**src/rtl/dispatch_stage_pkg.sv**
```systemverilog
// Shared definitions for the dispatch stage: sizes and the issue-entry field layout.
package dispatch_stage_pkg;

  localparam int PREG_RANGE        = 64;
  localparam int PREG_IDX_W        = $clog2(PREG_RANGE);
  localparam int INSTR_ID_WIDTH    = 7;
  localparam int ISSUE_QUEUE_DEPTH = 16;
  localparam int ENTRY_WIDTH       = 248;

  // Bit positions inside the packed issue entry.
  localparam int ID_MSB          = 247;
  localparam int ID_LSB          = ID_MSB - INSTR_ID_WIDTH + 1;
  localparam int PRD_MSB         = 129;
  localparam int PRD_LSB         = 124;
  localparam int NEED_TO_WB_BIT  = 117;
  localparam int PRS1_MSB        = 116;
  localparam int PRS1_LSB        = 111;
  localparam int PRS2_MSB        = 110;
  localparam int PRS2_LSB        = 105;
  localparam int SRC1_IS_REG_BIT = 104;
  localparam int SRC2_IS_REG_BIT = 103;

  typedef logic [PREG_IDX_W-1:0] preg_idx_t;

  // The subset of entry fields the dispatch stage actually looks at.
  typedef struct packed {
    preg_idx_t prd;
    logic      need_to_wb;
    preg_idx_t prs1;
    preg_idx_t prs2;
    logic      src1_is_reg;
    logic      src2_is_reg;
  } entry_fields_t;

  function automatic entry_fields_t get_fields(input logic [ENTRY_WIDTH-1:0] e);
    entry_fields_t f;
    f.prd         = e[PRD_MSB:PRD_LSB];
    f.need_to_wb  = e[NEED_TO_WB_BIT];
    f.prs1        = e[PRS1_MSB:PRS1_LSB];
    f.prs2        = e[PRS2_MSB:PRS2_LSB];
    f.src1_is_reg = e[SRC1_IS_REG_BIT];
    f.src2_is_reg = e[SRC2_IS_REG_BIT];
    return f;
  endfunction

endpackage

```
**src/rtl/dispatch_stage_busy_table.sv**
```systemverilog
// Physical-register busy table: one bit per preg, one set port, two clear ports,
// two read ports. Preg 0 is hardwired not-busy.
module busy_table
  import dispatch_stage_pkg::*;
(
  input  logic      clock,
  input  logic      reset_n,
  input  logic      set_valid,
  input  preg_idx_t set_idx,
  input  logic      clr_a_valid,
  input  preg_idx_t clr_a_idx,
  input  logic      clr_b_valid,
  input  preg_idx_t clr_b_idx,
  input  preg_idx_t rd_a_idx,
  output logic      rd_a_busy,
  input  preg_idx_t rd_b_idx,
  output logic      rd_b_busy
);

  logic [PREG_RANGE-1:0] busy_reg;
  logic [PREG_RANGE-1:0] busy_next;

  genvar gi;
  generate
    for (gi = 0; gi < PREG_RANGE; gi++) begin : g_bit
      if (gi == 0) begin : g_zero
        assign busy_next[gi] = 1'b0;
      end else begin : g_live
        // Set wins over either clear when both hit this preg in the same cycle.
        always_comb begin
          busy_next[gi] = busy_reg[gi];
          if ((clr_a_valid && clr_a_idx == PREG_IDX_W'(gi)) ||
              (clr_b_valid && clr_b_idx == PREG_IDX_W'(gi)))
            busy_next[gi] = 1'b0;
          if (set_valid && set_idx == PREG_IDX_W'(gi))
            busy_next[gi] = 1'b1;
        end
      end
    end
  endgenerate

  // Busy bit storage.
  always_ff @(posedge clock or negedge reset_n) begin
    if (!reset_n)
      busy_reg <= '0;
    else
      busy_reg <= busy_next;
  end

  // Reads see a same-cycle clear on port a (writeback) so a waking operand is
  // not put to sleep. The set port is not bypassed: it belongs to a younger
  // instruction than the one being read.
  assign rd_a_busy = busy_reg[rd_a_idx] && !(clr_a_valid && clr_a_idx == rd_a_idx);
  assign rd_b_busy = busy_reg[rd_b_idx] && !(clr_a_valid && clr_a_idx == rd_b_idx);

endmodule

```
**src/rtl/dispatch_stage.sv**
```systemverilog
// Dispatch stage: single-entry skid register between rename and the issue queue,
// plus busy-table tracking that produces operand sleep bits for the held entry.
module dispatch_stage
  import dispatch_stage_pkg::*;
(
  input  logic                   clock,
  input  logic                   reset_n,
  input  logic                   rn2disp_valid,
  output logic                   disp2rn_ready,
  input  logic [ENTRY_WIDTH-1:0] rn2disp_data,
  output logic                   disp2isq_valid,
  input  logic                   isq2disp_ready,
  output logic [ENTRY_WIDTH-1:0] disp2isq_wrdata,
  output logic                   disp2isq_rs1_sleepbit,
  output logic                   disp2isq_rs2_sleepbit,
  input  logic                   wb_valid,
  input  logic [5:0]             wb_prd,
  input  logic                   busy_clr_valid,
  input  logic [5:0]             busy_clr_prd,
  input  logic                   flush_valid,
  output logic [31:0]            stall_cnt
);

  logic                   vld_q;
  logic [ENTRY_WIDTH-1:0] data_q;
  logic [31:0]            stall_cnt_reg;
  entry_fields_t          in_f;
  entry_fields_t          held_f;
  logic                   accept;
  logic                   handshake;
  logic                   set_busy;
  logic                   rs1_busy;
  logic                   rs2_busy;

  assign in_f   = get_fields(rn2disp_data);
  assign held_f = get_fields(data_q);

  // Flush blocks both sides for a cycle; otherwise accept whenever the slot
  // is empty or being drained this cycle.
  assign disp2rn_ready   = !flush_valid && (!vld_q || isq2disp_ready);
  assign accept          = rn2disp_valid && disp2rn_ready;
  assign disp2isq_valid  = vld_q && !flush_valid;
  assign handshake       = disp2isq_valid && isq2disp_ready;
  assign disp2isq_wrdata = data_q;
  assign set_busy        = accept && in_f.need_to_wb && (in_f.prd != '0);

  // Slot occupancy: flush empties it, accept refills it (no bubble on a
  // simultaneous drain), a lone drain empties it.
  always_ff @(posedge clock or negedge reset_n) begin
    if (!reset_n)
      vld_q <= 1'b0;
    else if (flush_valid)
      vld_q <= 1'b0;
    else if (accept)
      vld_q <= 1'b1;
    else if (handshake)
      vld_q <= 1'b0;
  end

  // Entry payload only moves on accept, so it holds steady through a stall.
  always_ff @(posedge clock or negedge reset_n) begin
    if (!reset_n)
      data_q <= '0;
    else if (accept)
      data_q <= rn2disp_data;
  end

  // Count cycles an entry is offered but refused, saturating at all-ones.
  always_ff @(posedge clock or negedge reset_n) begin
    if (!reset_n)
      stall_cnt_reg <= '0;
    else if (vld_q && !isq2disp_ready && !flush_valid && stall_cnt_reg != '1)
      stall_cnt_reg <= stall_cnt_reg + 32'd1;
  end

  assign stall_cnt = stall_cnt_reg;

  busy_table u_busy_table (
    .clock       (clock),
    .reset_n     (reset_n),
    .set_valid   (set_busy),
    .set_idx     (in_f.prd),
    .clr_a_valid (wb_valid),
    .clr_a_idx   (wb_prd),
    .clr_b_valid (busy_clr_valid),
    .clr_b_idx   (busy_clr_prd),
    .rd_a_idx    (held_f.prs1),
    .rd_a_busy   (rs1_busy),
    .rd_b_idx    (held_f.prs2),
    .rd_b_busy   (rs2_busy)
  );

  // Preg 0 reads as not-busy inside the table, so no extra zero check here.
  assign disp2isq_rs1_sleepbit = held_f.src1_is_reg && rs1_busy;
  assign disp2isq_rs2_sleepbit = held_f.src2_is_reg && rs2_busy;

endmodule
```
**config.mk**
```make
export PLATFORM = sky130hd
export DESIGN_NAME = dispatch_stage
export DESIGN_NICKNAME = d
export VERILOG_FILES = /design/src/rtl/dispatch_stage_pkg.sv /design/src/rtl/dispatch_stage_busy_table.sv /design/src/rtl/dispatch_stage.sv
export SDC_FILE = /design/constraint.sdc
export NUM_CORES = 1
export LEC_CHECK = 0
export BUFFER_PORTS_ARGS = -buffer_cell sky130_fd_sc_hd__buf_2
export CORE_AREA = 2 2 213 215
export CTS_BUF_LIST = sky130_fd_sc_hd__clkbuf_2
export DETAILED_ROUTE_END_ITERATION = 16
export DIE_AREA = 0 0 215 217
export GPL_TIMING_DRIVEN = 1
export HOLD_SLACK_MARGIN = 0.08
export PLACE_DENSITY = 0.63
export SLEW_MARGIN = 20
export SYNTH_ARGS = -nofsm -noshare
export SYNTH_HDL_FRONTEND = slang
export SYNTH_SLANG_ARGS = --single-unit
```
**constraint.sdc**
```tcl
create_clock -name clock -period 5.6 [get_ports clock]
set_clock_uncertainty 0.15 [all_clocks]
set_input_delay 0 -clock clock [delete_from_list [all_inputs] [get_ports clock]]
set_output_delay 0 -clock clock [all_outputs]
set_load 0.03 [all_outputs]
```
==> results.md, run 1 <==
* EDFF count, synth at 0
* Die Y at between 200 and 250 um
* Buffers on Ports at 550
* Placement Rows at 78
* Syn nets at between 1,500 and 2,000
* Post-cts sizing count at 0
* Setup Buffers After CTS at 0
* Yosys top cell area share at 0.570
* H-tree Lvls at 3
* I/O pin total at about 550
* Run Error: [ERROR RSZ-0060] Max buffer count reached.
* Distinct cells, synth at 46
* CTS buffer count at 95
* Status: stopped before the end
* Synth warn at 0
* Root buffer cell: clkbuf_2
* Setup WS pre-CTS at 2.70 ns
* Placed wire-length estimate at roughly 37,000 um
* Syn Inst Count at around 1,600
* Routability cong. at around 0.97
* Seq cells post-synth at 344
* Main flop type after synthesis: dfrtp_1
* Mapped cell area at between 0.015 and 0.02 mm2
* Largest area contributor in the synthesized netlist: dfrtp_1
* CTS sink cnt at 344
* Syn avg cell area at 9.51 um2
* Largest buffer count on any clock path at 3
* Chip Width at between 200 and 250 um
* Halt Stage: clock tree synthesis
* Sequential share of the synthesized area at 0.570
* Hold buffers post-CTS at 568
* Top cells by area, synth: dfrtp_1 57%, nand2_1 19%, mux4_2 4.6%, a22o_1 3.7%, a22oi_1 3.2%
* Fraction of registers with async set/reset at 1.00
* Initial Util at 0.338
cells in the mapped netlist (2+ instances only):
master      n
nand2_1   774
dfrtp_1   344
clkbuf_1   72
a22oi_1    64
a22o_1     63
nor2_1     41
mux4_2     31
xnor2_1    31
nor3_1     21
nand3_1    14
nand2b_1   12
xor2_1     12
buf_2      10
nand4_1     9
mux2i_1     8
inv_1       7
nor4_1      7
a21oi_1     6
and3_1      6
buf_1       6
nor3b_1     6
a211oi_1    4
mux2_2      4
nor2b_1     4
and3b_1     3
nor4b_1     3
o21ai_0     3
and2_1      2
nor4_4      2
o41ai_1     2
kinds of logic after synthesis:
group | synth area share
and+or+nand+nor | 0.245
DFF | 0.570
AOI/OAI and AO/OA | 0.0798
buffers and inverters | 0.0245
xor gates and xnor gates | 0.0249
muxes | 0.0545
adders and majority gates | 0.000829
per-stage QoR:
stage	utilization	cell area (um2)	cells
detailed placement	0.411	18400	2658
global placement	0.411	18400	2658
floorplan	-	15100	1587
==> run 2, diff against run 1 <==
CORE_AREA = 2 2 216 218   (was 2 2 213 215)
CTS_BUF_LIST = not set   (was sky130_fd_sc_hd__clkbuf_2)
DIE_AREA = 0 0 218 220   (was 0 0 215 217)
HOLD_SLACK_MARGIN = not set   (was 0.08)
PLACE_DENSITY = not set   (was 0.63)
PLACE_DENSITY_LB_ADDON = 0.15   (was not set)
==> run 2 against run 1 <==
The flow now finishes without violations; area after synthesis did not move; synthesized cell count is the same.
==> results.md, run 2 <==
* Status: finished clean
* CP max FO at 21
* PwrDens at 331 mW/mm2
* Main flop type after synthesis: dfrtp_1
* Area occupied by multi-input gates at just over 0.006 mm2
* Synth warn at 0
* Largest buffer count on any clock path at 3
* Chip Width at 218 um
* Largest area contributor in the synthesized netlist: dfrtp_1
* I/O pin total at 551
* Sequential share of the synthesized area at 0.570
* Setup TNS at 0 ns
* Worst-Margin Slew at about 1.1 ns
* CP arrival at roughly 3.1 ns
* Setup Crit Path Kind: register to primary output
* CTS buffer count at 42
* Placement Rows at between 70 and 80
* Setup crit end kind: primary output
* Core area at between 0.04 and 0.05 mm2
* Worst VDD drop at approximately 0.00027 V
* Mapped cell area at 0.0151 mm2
* Clock latency on the worst-skew pair at between 0.5 and 0.6 ns
* Die area at between 0.04 and 0.05 mm2
* Worst path bufs/invs at 1
* Via count of the routed design at ~15,000
* Worst path top cell family by delay: flip-flops
* Commonest non-fill, non-tap cells in the layout: 773 x nand2_1, 549 x buf_2, 383 x dlygate4sd3_1
* Max Cap Viol at 0
* Syn nets at between 1,500 and 2,000
* Clock transition at path regs at around 0.060 ns
* Xor/xnor cell area share of the yosys netlist at 0.0249
* Minimum clock period at between 3 and 4 ns
* Seq cells post-synth at around 340
* Fillers at approximately 4,200
* # DRC at 0
* Max Fclk at between 0.3 and 0.4 GHz
* CP max stage delay at a little under 0.9 ns
* 1st-iter DRT viols at a little over 1,000
* Worst path most repeated cell: nor4_1
* First-pass GRT wire length at about 91,000 um
* Top cells by area, synth: dfrtp_1 57%, nand2_1 19%, mux4_2 4.6%, a22o_1 3.7%, a22oi_1 3.2%
* Post-cts sizing count at 0
* Area grow syn2layout at 57.1%
* First drt pass iteration count at 7
* Final WL at around 60,000 um
* Most numerous cell in the Yosys netlist: nand2_1
* Setup WS pre-CTS at approximately 2.5 ns
* CTS tree: yes
* CP cell instances: mux2_2 > a2111oi_0 > nor4_1 > nor4_1 > a211oi_1 > buf_2
* Vias per cell at 4.89
* Routability cong. at 0.900
* Syn Inst Count at around 1,600
* Met3 WL post-DR at 4550 um
* Grt ovf at 0
* Fraction of the mapped netlist area in simple logic gates at 0.245
* DRT met1 WL at between 20,000 and 25,000 um
* Max_slew headroom at 0.263
* Post-synthesis compound-gate area fraction at 0.0798
* Largest register FFs at 248
* Hold buffers post-CTS at between 300 and 400
* Final Cell Area at between 0.02 and 0.025 mm2
* Max Slew Vio Count at 0
* Die Y at 220 um
* Largest family of logic cells by synthesized area: simple AND/OR/NAND/NOR gates
* Share of cells above drive strength 1 at 0.268
* Syn avg cell area at 9.51 um2
* Antenna-violating nets left at 0
* Vias in the first global route at approximately 16,000
* Yosys top cell area share at 0.570
* Placed wire-length estimate at around 41,000 um
* Buffers on Ports at 550
* Commonest non-fill, non-tap cell in the layout: nand2_1
* Initial Util at 0.329
* Layout Nets at approximately 2,800
* Root buffer cell: clkbuf_16
* Tot GR Track Use at 0.247
* Final WS setup at between 2 and 2.5 ns
* Post-synth top cells: 774 x nand2_1, 344 x dfrtp_1, 72 x clkbuf_1
* Top sig layer: met4
* CTS sink cnt at around 340
* Total power at between 7 and 8 mW
* FF+latch area at 0.00861 mm2
* Fraction of registers with async set/reset at 1.00
* Routed WL per cell at around 19 um
* Initial antenna violation count at 5
* Met2 wire len at roughly 29,000 um
* Final Hold Fails at 0
* Post-route clock period utilization at 0.576
* Adder-cell share of the synthesized area at 0.000829
* Setup Buffers After CTS at 0
* Crit start category: register
* Distinct cells, synth at 46
* RSZ-0062 raised after global routing: no
* Highest-delay cell along the critical path: dfrtp_1
* Leak pwr at between 10 and 15 nW
* EDFF count, synth at 0
* # setup viols final at 0
* Worst Path Required at 5.45 ns
* Post-synthesis mux area share at 0.0545
* H-tree Lvls at 2
* Largest net degree at the start of global routing at 188
* Hold Path Class: input pin to register
* Placed Area at around 0.018 mm2
[run 2: cell counts after synthesis]
No cell type changed its count.
[run 2: final timing paths]
kind                                           start                       end  slack (ns)  depth (start not counted)
worst max register to register                 vld_q  u_busy_table.busy_reg[9]        2.41                          5
min in group asynchronous                    reset_n                     vld_q        0.41                          3
worst min-delay path                   rn2disp_valid        disp2isq_wrdata[6]        0.01                          4
worst min register to register  disp2isq_wrdata[142]      disp2isq_wrdata[142]        0.31                          2
max in group asynchronous                    reset_n      disp2isq_wrdata[202]        3.59                          4
worst max-delay path            disp2isq_wrdata[112]     disp2isq_rs1_sleepbit        2.38                          6
[run 2: worst min-delay path, cell delays in order]
cell and delay (ns):
buf_2 0.13, and2_4 0.34, nand2_1 0.17, nand2_1 0.04
[run 2: per-layer routing]
layer	GRT usage	vias to the layer above
met3	0.0687	169
met5	0	-
li1	-	7044
met4	0.133	0
met2	0.406	587
met1	0.295	7482
[run 2: final cells by class]
type | count | share of cell area
diodes | 7 | 0.000739
clock buffers | 62 | 0.0530
clock inverters | 12 | 0.00823
inverters | 7 | 0.00111
multi-input cells | 1148 | 0.259
flip-flops and latches | 344 | 0.363
well taps | 607 | 0.0320
repair buffers | 940 | 0.283
[run 2: logic make-up after synthesis]
| logic type | after synthesis |
|---|---|
| AND/OR/NAND/NOR | 912 |
| flip-flops | 344 |
| AO/OA/AOI/OAI | 149 |
| buffers and inverters | 95 |
| XOR/XNOR | 43 |
| multiplexers | 43 |
| adder cells (fa/ha/maj) | 1 |
[run 2: through the flow]
step | instances | hold WS (ns) | util
global route | 3126 | 0.0116 | 0.517
finish | 3127 | 0.0104 | 0.517
CTS | 3120 | 0.000179 | 0.517
global placement | 2662 | -0.0147 | 0.401
floorplan | 1587 | -0.446 | -
detailed placement | 2662 | -0.0126 | 0.401
[run 2: power by group]
part	switching [mW]	internal (mW)	total (mW)
Clock	1.10	1.78	2.88
Combinational	1.22	0.677	1.90
Sequential	0.270	2.80	3.07
(Power assumes the default switching activity.)
